## config.mk

```make
export PLATFORM = sky130hd
export DESIGN_NAME = axicb_slv_switch
export DESIGN_NICKNAME = d
export VERILOG_FILES = /design/src/rtl/axicb_slv_switch.sv
export SDC_FILE = /design/constraint.sdc
export NUM_CORES = 1
export LEC_CHECK = 0
export ABC_AREA = 1
export BUFFER_PORTS_ARGS = -buffer_cell sky130_fd_sc_hd__buf_4
export CAP_MARGIN = 15
export CORE_UTILIZATION = 30
export CTS_CLUSTER_DIAMETER = 60
export DETAILED_ROUTE_END_ITERATION = 6
export PLACE_DENSITY_LB_ADDON = 0.25
export SLEW_MARGIN = 10
export SYNTH_ARGS = -nofsm -noshare
export SYNTH_HDL_FRONTEND = slang
export SYNTH_SLANG_ARGS = --single-unit
export TNS_END_PERCENT = 100
```

## constraint.sdc

```tcl
create_clock -name aclk -period 4.1 [get_ports aclk]
set_clock_uncertainty 0.15 [all_clocks]
set_input_delay 0 -clock aclk [delete_from_list [all_inputs] [get_ports aclk]]
set_output_delay 0 -clock aclk [all_outputs]
set_load 0.03 [all_outputs]
```

## src/rtl/axicb_slv_switch.sv

```systemverilog
// Slave-side crossbar switch: one master AXI port decoded onto SLV_NB slaves, B/R merged back.
// Define AXICB_DECERR_EN to add an internal error slave (index SLV_NB) for unmapped addresses.
module axicb_slv_switch #(
  parameter int          AXI_ADDR_W      = 16,
  parameter int          AXI_ID_W        = 8,
  parameter int          SLV_NB          = 4,
  parameter int unsigned SLV0_START_ADDR = 32'h0000,
  parameter int unsigned SLV0_END_ADDR   = 32'h0FFF,
  parameter int unsigned SLV1_START_ADDR = 32'h1000,
  parameter int unsigned SLV1_END_ADDR   = 32'h1FFF,
  parameter int unsigned SLV2_START_ADDR = 32'h2000,
  parameter int unsigned SLV2_END_ADDR   = 32'h2FFF,
  parameter int unsigned SLV3_START_ADDR = 32'h3000,
  parameter int unsigned SLV3_END_ADDR   = 32'h3FFF,
  parameter int          WR_FIFO_DEPTH   = 8,
  parameter int          AWCH_W          = 8,
  parameter int          WCH_W           = 8,
  parameter int          BCH_W           = 8,
  parameter int          ARCH_W          = 8,
  parameter int          RCH_W           = 8
) (
  input  logic                     aclk,
  input  logic                     areset,
  input  logic                     i_awvalid,
  output logic                     i_awready,
  input  logic [AWCH_W-1:0]        i_awch,
  input  logic                     i_wvalid,
  output logic                     i_wready,
  input  logic                     i_wlast,
  input  logic [WCH_W-1:0]         i_wch,
  output logic                     i_bvalid,
  input  logic                     i_bready,
  output logic [BCH_W-1:0]         i_bch,
  input  logic                     i_arvalid,
  output logic                     i_arready,
  input  logic [ARCH_W-1:0]        i_arch,
  output logic                     i_rvalid,
  input  logic                     i_rready,
  output logic                     i_rlast,
  output logic [RCH_W-1:0]         i_rch,
  output logic [SLV_NB-1:0]        o_awvalid,
  input  logic [SLV_NB-1:0]        o_awready,
  output logic [AWCH_W-1:0]        o_awch,
  output logic [SLV_NB-1:0]        o_wvalid,
  input  logic [SLV_NB-1:0]        o_wready,
  output logic                     o_wlast,
  output logic [WCH_W-1:0]         o_wch,
  input  logic [SLV_NB-1:0]        o_bvalid,
  output logic [SLV_NB-1:0]        o_bready,
  input  logic [SLV_NB*BCH_W-1:0]  o_bch,
  output logic [SLV_NB-1:0]        o_arvalid,
  input  logic [SLV_NB-1:0]        o_arready,
  output logic [ARCH_W-1:0]        o_arch,
  input  logic [SLV_NB-1:0]        o_rvalid,
  output logic [SLV_NB-1:0]        o_rready,
  input  logic [SLV_NB-1:0]        o_rlast,
  input  logic [SLV_NB*RCH_W-1:0]  o_rch
);

`ifdef AXICB_DECERR_EN
  localparam int NB   = SLV_NB + 1;
  localparam int DFLT = SLV_NB;
`else
  localparam int NB   = SLV_NB;
  localparam int DFLT = SLV_NB - 1;
`endif
  localparam int IDX_W = (NB > 1) ? $clog2(NB) : 1;
  localparam int PW    = $clog2(WR_FIFO_DEPTH) + 1;

  localparam logic [AXI_ADDR_W-1:0] SLV_START [4] = '{
    AXI_ADDR_W'(SLV0_START_ADDR), AXI_ADDR_W'(SLV1_START_ADDR),
    AXI_ADDR_W'(SLV2_START_ADDR), AXI_ADDR_W'(SLV3_START_ADDR)};
  localparam logic [AXI_ADDR_W-1:0] SLV_END [4] = '{
    AXI_ADDR_W'(SLV0_END_ADDR), AXI_ADDR_W'(SLV1_END_ADDR),
    AXI_ADDR_W'(SLV2_END_ADDR), AXI_ADDR_W'(SLV3_END_ADDR)};

  // Range check via subtraction borrow; lowest matching index wins.
  function automatic logic [IDX_W-1:0] decode(input logic [AXI_ADDR_W-1:0] addr);
    logic [IDX_W-1:0]    d;
    logic [AXI_ADDR_W:0] dlo, dhi;
    d = IDX_W'(DFLT);
    for (int s = SLV_NB - 1; s >= 0; s--) begin
      dlo = {1'b0, addr} - {1'b0, SLV_START[s]};
      dhi = {1'b0, SLV_END[s]} - {1'b0, addr};
      if (!dlo[AXI_ADDR_W] && !dhi[AXI_ADDR_W]) d = IDX_W'(s);
    end
    return d;
  endfunction

  function automatic logic [IDX_W-1:0] rr_pick(input logic [NB-1:0] req, input logic [IDX_W-1:0] ptr);
    logic [NB-1:0]    rot;
    logic [IDX_W-1:0] off;
    logic [IDX_W:0]   sum;
    rot = NB'({req, req} >> ptr);
    off = '0;
    for (int i = NB - 1; i >= 0; i--)
      if (rot[i]) off = IDX_W'(i);
    sum = {1'b0, ptr} + {1'b0, off};
    if (sum >= (IDX_W+1)'(NB)) sum = sum - (IDX_W+1)'(NB);
    return sum[IDX_W-1:0];
  endfunction

  function automatic logic [IDX_W-1:0] inc(input logic [IDX_W-1:0] g);
    return (g == IDX_W'(NB - 1)) ? '0 : g + 1'b1;
  endfunction

  logic run;
  assign run = ~areset;

  logic [IDX_W-1:0] aw_dst, ar_dst;
  assign aw_dst = decode(AXI_ADDR_W'(i_awch >> AXI_ID_W));
  assign ar_dst = decode(AXI_ADDR_W'(i_arch >> AXI_ID_W));

  assign o_awch  = i_awch;
  assign o_arch  = i_arch;
  assign o_wch   = i_wch;
  assign o_wlast = i_wlast;

  // Write-order FIFO: one entry per accepted AW, popped on the last W beat.
  logic [IDX_W-1:0] fifo_mem [WR_FIFO_DEPTH];
  logic [PW-1:0]    wp, rp;
  logic             fifo_full, fifo_empty, push, pop;
  logic [IDX_W-1:0] head;

  assign fifo_empty = (wp == rp);
  assign fifo_full  = (wp[PW-1] != rp[PW-1]) && (wp[PW-2:0] == rp[PW-2:0]);
  assign head       = fifo_mem[rp[PW-2:0]];
  assign push       = i_awvalid & i_awready;
  assign pop        = i_wvalid & i_wready & i_wlast;

  always_ff @(posedge aclk or posedge areset) begin
    if (areset) begin
      wp <= '0;
      rp <= '0;
    end else begin
      if (push) wp <= wp + 1'b1;
      if (pop)  rp <= rp + 1'b1;
    end
  end

  always_ff @(posedge aclk) begin
    if (push) fifo_mem[wp[PW-2:0]] <= aw_dst;
  end

  // Error slave state; constant-idle when the feature is compiled out.
  logic [NB-1:0] b_req, r_req;
`ifdef AXICB_DECERR_EN
  logic                err_w_busy, err_b_vld, err_r_busy;
  logic [AXI_ID_W-1:0] err_w_id, err_r_id;
  logic [7:0]          err_r_len, err_r_cnt;
  logic [BCH_W-1:0]    err_bch;
  logic [RCH_W-1:0]    err_rch;
  logic                err_rlast;

  assign b_req     = {err_b_vld, o_bvalid};
  assign r_req     = {err_r_busy, o_rvalid};
  assign err_bch   = BCH_W'(err_w_id) | (BCH_W'(2'b11) << (BCH_W - 2));
  assign err_rch   = RCH_W'(err_r_id) | (RCH_W'(2'b11) << (RCH_W - 2));
  assign err_rlast = (err_r_cnt == err_r_len);
`else
  assign b_req = o_bvalid;
  assign r_req = o_rvalid;
`endif

  // AW / AR routing
  logic aw_rdy, ar_rdy;
  always_comb begin
    o_awvalid = '0;
    aw_rdy    = 1'b0;
    for (int s = 0; s < SLV_NB; s++)
      if (aw_dst == IDX_W'(s)) begin
        o_awvalid[s] = i_awvalid & ~fifo_full & run;
        aw_rdy       = o_awready[s];
      end
`ifdef AXICB_DECERR_EN
    if (aw_dst == IDX_W'(SLV_NB)) aw_rdy = ~err_w_busy;
`endif
    i_awready = aw_rdy & ~fifo_full & run;
  end

  always_comb begin
    o_arvalid = '0;
    ar_rdy    = 1'b0;
    for (int s = 0; s < SLV_NB; s++)
      if (ar_dst == IDX_W'(s)) begin
        o_arvalid[s] = i_arvalid & run;
        ar_rdy       = o_arready[s];
      end
`ifdef AXICB_DECERR_EN
    if (ar_dst == IDX_W'(SLV_NB)) ar_rdy = ~err_r_busy;
`endif
    i_arready = ar_rdy & run;
  end

  // W follows the FIFO head
  logic w_rdy;
  always_comb begin
    o_wvalid = '0;
    w_rdy    = 1'b0;
    for (int s = 0; s < SLV_NB; s++)
      if (head == IDX_W'(s)) begin
        o_wvalid[s] = i_wvalid & ~fifo_empty & run;
        w_rdy       = o_wready[s];
      end
`ifdef AXICB_DECERR_EN
    if (head == IDX_W'(SLV_NB)) w_rdy = 1'b1;
`endif
    i_wready = w_rdy & ~fifo_empty & run;
  end

  // B arbitration: grant frozen while the master stalls a presented response
  logic [IDX_W-1:0] b_ptr, b_grant, b_grant_q;
  logic             b_hold;
  assign b_grant = b_hold ? b_grant_q : rr_pick(b_req, b_ptr);

  always_comb begin
    i_bvalid = 1'b0;
    i_bch    = '0;
    o_bready = '0;
    for (int s = 0; s < SLV_NB; s++)
      if (b_grant == IDX_W'(s)) begin
        i_bvalid    = o_bvalid[s];
        i_bch       = o_bch[s*BCH_W +: BCH_W];
        o_bready[s] = i_bready & run;
      end
`ifdef AXICB_DECERR_EN
    if (b_grant == IDX_W'(SLV_NB)) begin
      i_bvalid = err_b_vld;
      i_bch    = err_bch;
    end
`endif
    i_bvalid = i_bvalid & run;
  end

  always_ff @(posedge aclk or posedge areset) begin
    if (areset) begin
      b_ptr     <= '0;
      b_hold    <= 1'b0;
      b_grant_q <= '0;
    end else begin
      b_hold    <= i_bvalid & ~i_bready;
      b_grant_q <= b_grant;
      if (i_bvalid & i_bready) b_ptr <= inc(b_grant);
    end
  end

  // R arbitration: grant locked from the first presented beat until the rlast handshake
  logic [IDX_W-1:0] r_ptr, r_grant, r_grant_q;
  logic             r_lock;
  assign r_grant = r_lock ? r_grant_q : rr_pick(r_req, r_ptr);

  always_comb begin
    i_rvalid = 1'b0;
    i_rlast  = 1'b0;
    i_rch    = '0;
    o_rready = '0;
    for (int s = 0; s < SLV_NB; s++)
      if (r_grant == IDX_W'(s)) begin
        i_rvalid    = o_rvalid[s];
        i_rlast     = o_rlast[s];
        i_rch       = o_rch[s*RCH_W +: RCH_W];
        o_rready[s] = i_rready & run;
      end
`ifdef AXICB_DECERR_EN
    if (r_grant == IDX_W'(SLV_NB)) begin
      i_rvalid = err_r_busy;
      i_rlast  = err_rlast;
      i_rch    = err_rch;
    end
`endif
    i_rvalid = i_rvalid & run;
  end

  always_ff @(posedge aclk or posedge areset) begin
    if (areset) begin
      r_ptr     <= '0;
      r_lock    <= 1'b0;
      r_grant_q <= '0;
    end else begin
      r_grant_q <= r_grant;
      if (i_rvalid & i_rready & i_rlast) begin
        r_lock <= 1'b0;
        r_ptr  <= inc(r_grant);
      end else if (i_rvalid) begin
        r_lock <= 1'b1;
      end
    end
  end

`ifdef AXICB_DECERR_EN
  // One outstanding unmapped write and one unmapped read at a time
  always_ff @(posedge aclk or posedge areset) begin
    if (areset) begin
      err_w_busy <= 1'b0;
      err_b_vld  <= 1'b0;
      err_w_id   <= '0;
      err_r_busy <= 1'b0;
      err_r_id   <= '0;
      err_r_len  <= '0;
      err_r_cnt  <= '0;
    end else begin
      if (push && aw_dst == IDX_W'(SLV_NB)) begin
        err_w_busy <= 1'b1;
        err_w_id   <= AXI_ID_W'(i_awch);
      end
      if (pop && head == IDX_W'(SLV_NB)) err_b_vld <= 1'b1;
      if (i_bvalid && i_bready && b_grant == IDX_W'(SLV_NB)) begin
        err_b_vld  <= 1'b0;
        err_w_busy <= 1'b0;
      end
      if (i_arvalid && i_arready && ar_dst == IDX_W'(SLV_NB)) begin
        err_r_busy <= 1'b1;
        err_r_id   <= AXI_ID_W'(i_arch);
        err_r_len  <= 8'(i_arch >> (AXI_ID_W + AXI_ADDR_W));
        err_r_cnt  <= '0;
      end else if (i_rvalid && i_rready && r_grant == IDX_W'(SLV_NB)) begin
        if (err_rlast) err_r_busy <= 1'b0;
        else           err_r_cnt  <= err_r_cnt + 1'b1;
      end
    end
  end
`endif

endmodule

```

==> results.tsv <==
stage	metric	value	unit
route	drtPass1Iterations	4	
final_layout	fin_cells	579	
clock_network	worstSkewPairLatency	0.25	ns
sta	fmax	0.2876	GHz
setup_path	start_kind	flop	
synthesis	yosysSeqAreaShare	0.1983	
synthesis	yosys.area_share.simple	0.3273	
clock_network	worst_setup_hold_path_clk_slew	0.07	ns
floorplanning	row_count	31	
floorplanning	pin_count	187	
sta	finalCritPeriodShare	0.8479	
pwr	power	3426	uW
synthesis	synth_compound_area_frac	0.1631	
route	drc	0	
synthesis	synth-seq-cells	18	
setup_path	crit_type	reg2out	
pwr	irDropWorstVdd	0.5385	mV
synthesis	synth_area_leaders	dfrtp_1, nand2_1, buf_4, o21ai_0, ha_1	
synthesis	synth-xor-area-share	0.04628	
sta	hold_viol_final	0	
route	vias_per_cell	4.373	
setup_path	reg2reg_from	r_ptr[0]	
floorplanning	die_area	7922	sq um
sta	tns	0	ns
grt	antenna_found_initial	0	
place	dp_hpwl	4837	um
clock_network	root_buffer	clkbuf_8	
sta	rsz0062_at_grt	no	
floorplanning	die_h	89.01	um
sta	tightestPinTransition	0.7989	ns
floorplanning	die_x	89.01	um
clock_network	cts_resized	0	
synthesis	synth-edff-count	0	
grt	grt_pass1_wl	9453	um
route	dr.first_iter.drc_count	58	
synthesis	yosys_warnings	0	
sta	maxSlewHeadroom	0.4668	
setup_path	crit_start	r_ptr[0]	
grt	grt_use_total	0.1478	
synthesis	synth.area.mux_share	0	
pwr	power_density	1026	nW/um^2
synthesis	syn_area	2271	sq um
final_layout	nNetsFinal	613	
final_layout	final_common_cell	buf_4	
route	via_count	2532	
clock_network	cts_buffers	3	
clock_network	cts.sinks	18	
worst_hold_path	hp-start	i_rready	
final_layout	layout_common_cells	buf_4, nand2_1, o21ai_0	
place	port_buffers	120	
worst_hold_path	hold_path_class	in2reg	
place	place_inst	548	
synthesis	synth.largest_area_cell	dfrtp_1	
sta	timing.hold.ws	0.003621	ns
place	place.gp.congestion	0.7652	
synthesis	synth_top_area_frac	0.1983	
grt	grt_max_degree	23	
final_layout	syn2layout_area_growth	47.11	%
run_status	status	completed	
floorplanning	core	7292	sq um
setup_path	cp_max_fo	11	
route	wl_per_cell	10.86	um
final_layout	antennaDiodeCount	0	
sta	period_minus_slack	3.477	ns
grt	grt_pass1_vias	2154	
clock_network	ctsHtreeMaxLevel	1	
synthesis	synth_cells	366	
setup_path	cp.required	3.95	ns
sta	setup_violations	0	
sta	drv_slew	0	
synthesis	synthAdderAreaFrac	0.06612	
pwr	p_leak	0.001753	uW
flow_run	drv_cap	0	
clock_network	cts_tree	built	
route	wl	6288	um
synthesis	synthArstFlopShare	1.000	
setup_path	worstPathArrival	3.33	ns
setup_path	cp-end-kind	primary output	
place	place_ws	0.7227	ns
route	postRouteAntennaNets	0	
synthesis	syn_area_per_cell	6.205	sq um
sta	worst_slack	0.6235	ns
synthesis	ys.flop_type	dfrtp_1	
clock_network	clockBufferDepth	2	
floorplanning	start_util	0.3114	
grt	grt_overflow	0	
final_layout	drive_gt1_frac	0.2979	
final_layout	nFillCells	749	
synthesis	synth_cell_types	32	
synthesis	synth_top_family_by_area	simple AND/OR/NAND/NOR gates	
## final timing paths
path / slack [ns] / endpoint / cells after the start
setup / recovery: 0.62 / i_rch[1] / 17
hold reg to reg: 0.40 / wp[0] / 1
setup reg to reg: 0.70 / r_ptr[0] / 22
max in group asynchronous: 2.93 / r_lock / 3
hold / removal: 0.004 / r_lock / 4
min in group asynchronous: 0.38 / b_grant_q[0] / 3
## per-stage QoR
stage / instance area, sq um / utilization
2_1_floorplan: 2301 / -
3_3_place_gp: 3015 / 0.4135
3_5_place_dp: 3015 / 0.4135
4_1_cts: 3341 / 0.4581
5_1_grt: 3341 / 0.4581
6_report: 3341 / 0.4581
## state kept, by name, summed over array words and instances, names as in the netlist
register	cells
r_ptr	2
wp	4
r_lock	1
b_grant_q	2
r_grant_q	2
rp	4
b_ptr	2
b_hold	1
## what timing repair did
action	CTS	global route
endpoints found under the hold margin	49	0
hold buffers	27	0
setup buffers	0	0
## layout make-up
class / instances / area [sq um] / share of cell area
inverters: 36 / 137.6 / 0.04120
well taps: 99 / 123.9 / 0.03708
clock buffers: 4 / 55.05 / 0.01648
flip-flops and latches: 18 / 450.4 / 0.1348
repair buffers: 147 / 1171 / 0.3506
multi-input cells: 275 / 1403 / 0.4199
## layer usage
layer / vias up / routed length, um / global-route usage / part of all wire
li1: 1355 / - / - / -
met1: 1069 / 2697 / 0.1806 / 0.43
met2: 104 / 3169 / 0.2839 / 0.50
met3: 4 / 394 / 0.01570 / 0.063
met4: 0 / 26 / 0.02165 / 0.0041
met5: - / 0 / 0 / 0
## power breakdown
group          leakage (uW)  internal (uW)  switching, uW
Sequential         0.000222            258           87.5
Clock             0.0000288           85.2           58.1
Combinational       0.00150           1050           1890
Total               0.00175           1390           2040
## worst max-delay path, cell delays in order (launching register included)
cell and delay [ns]:
dfrtp_1 0.45, inv_2 0.09, nand2_1 0.09, nand3_1 0.07, nand2_1 0.08, nand3_1 0.06, a21boi_0 0.18, ha_1 0.19
xnor2_1 0.16, nand3_1 0.11, nand2_1 0.08, nor2_1 0.04, nor2_1 0.17, ha_1 0.45, inv_1 0.28, o21ai_0 0.23
o21ai_0 0.11, buf_4 0.21
## cells in the mapped netlist (all sizes together) (2+ instances only)
cell,count
nand2,112
o21ai,43
nand4,3
a21boi,2
ha,12
a21oi,21
nor2,29
nand3,28
xnor2,10
dfrtp,18
clkbuf,5
inv,35
buf,40
xor2,2
## logic make-up (layout without fill, tap and decap cells)
family	after synthesis	count (layout)
adder cells (fa/ha/maj)	12	12
XOR/XNOR	12	12
other	1	9
buffers and inverters	81	187
flip-flops	18	18
AND/OR/NAND/NOR	173	173
AO/OA/AOI/OAI	69	69
(Power assumes the default switching activity.)
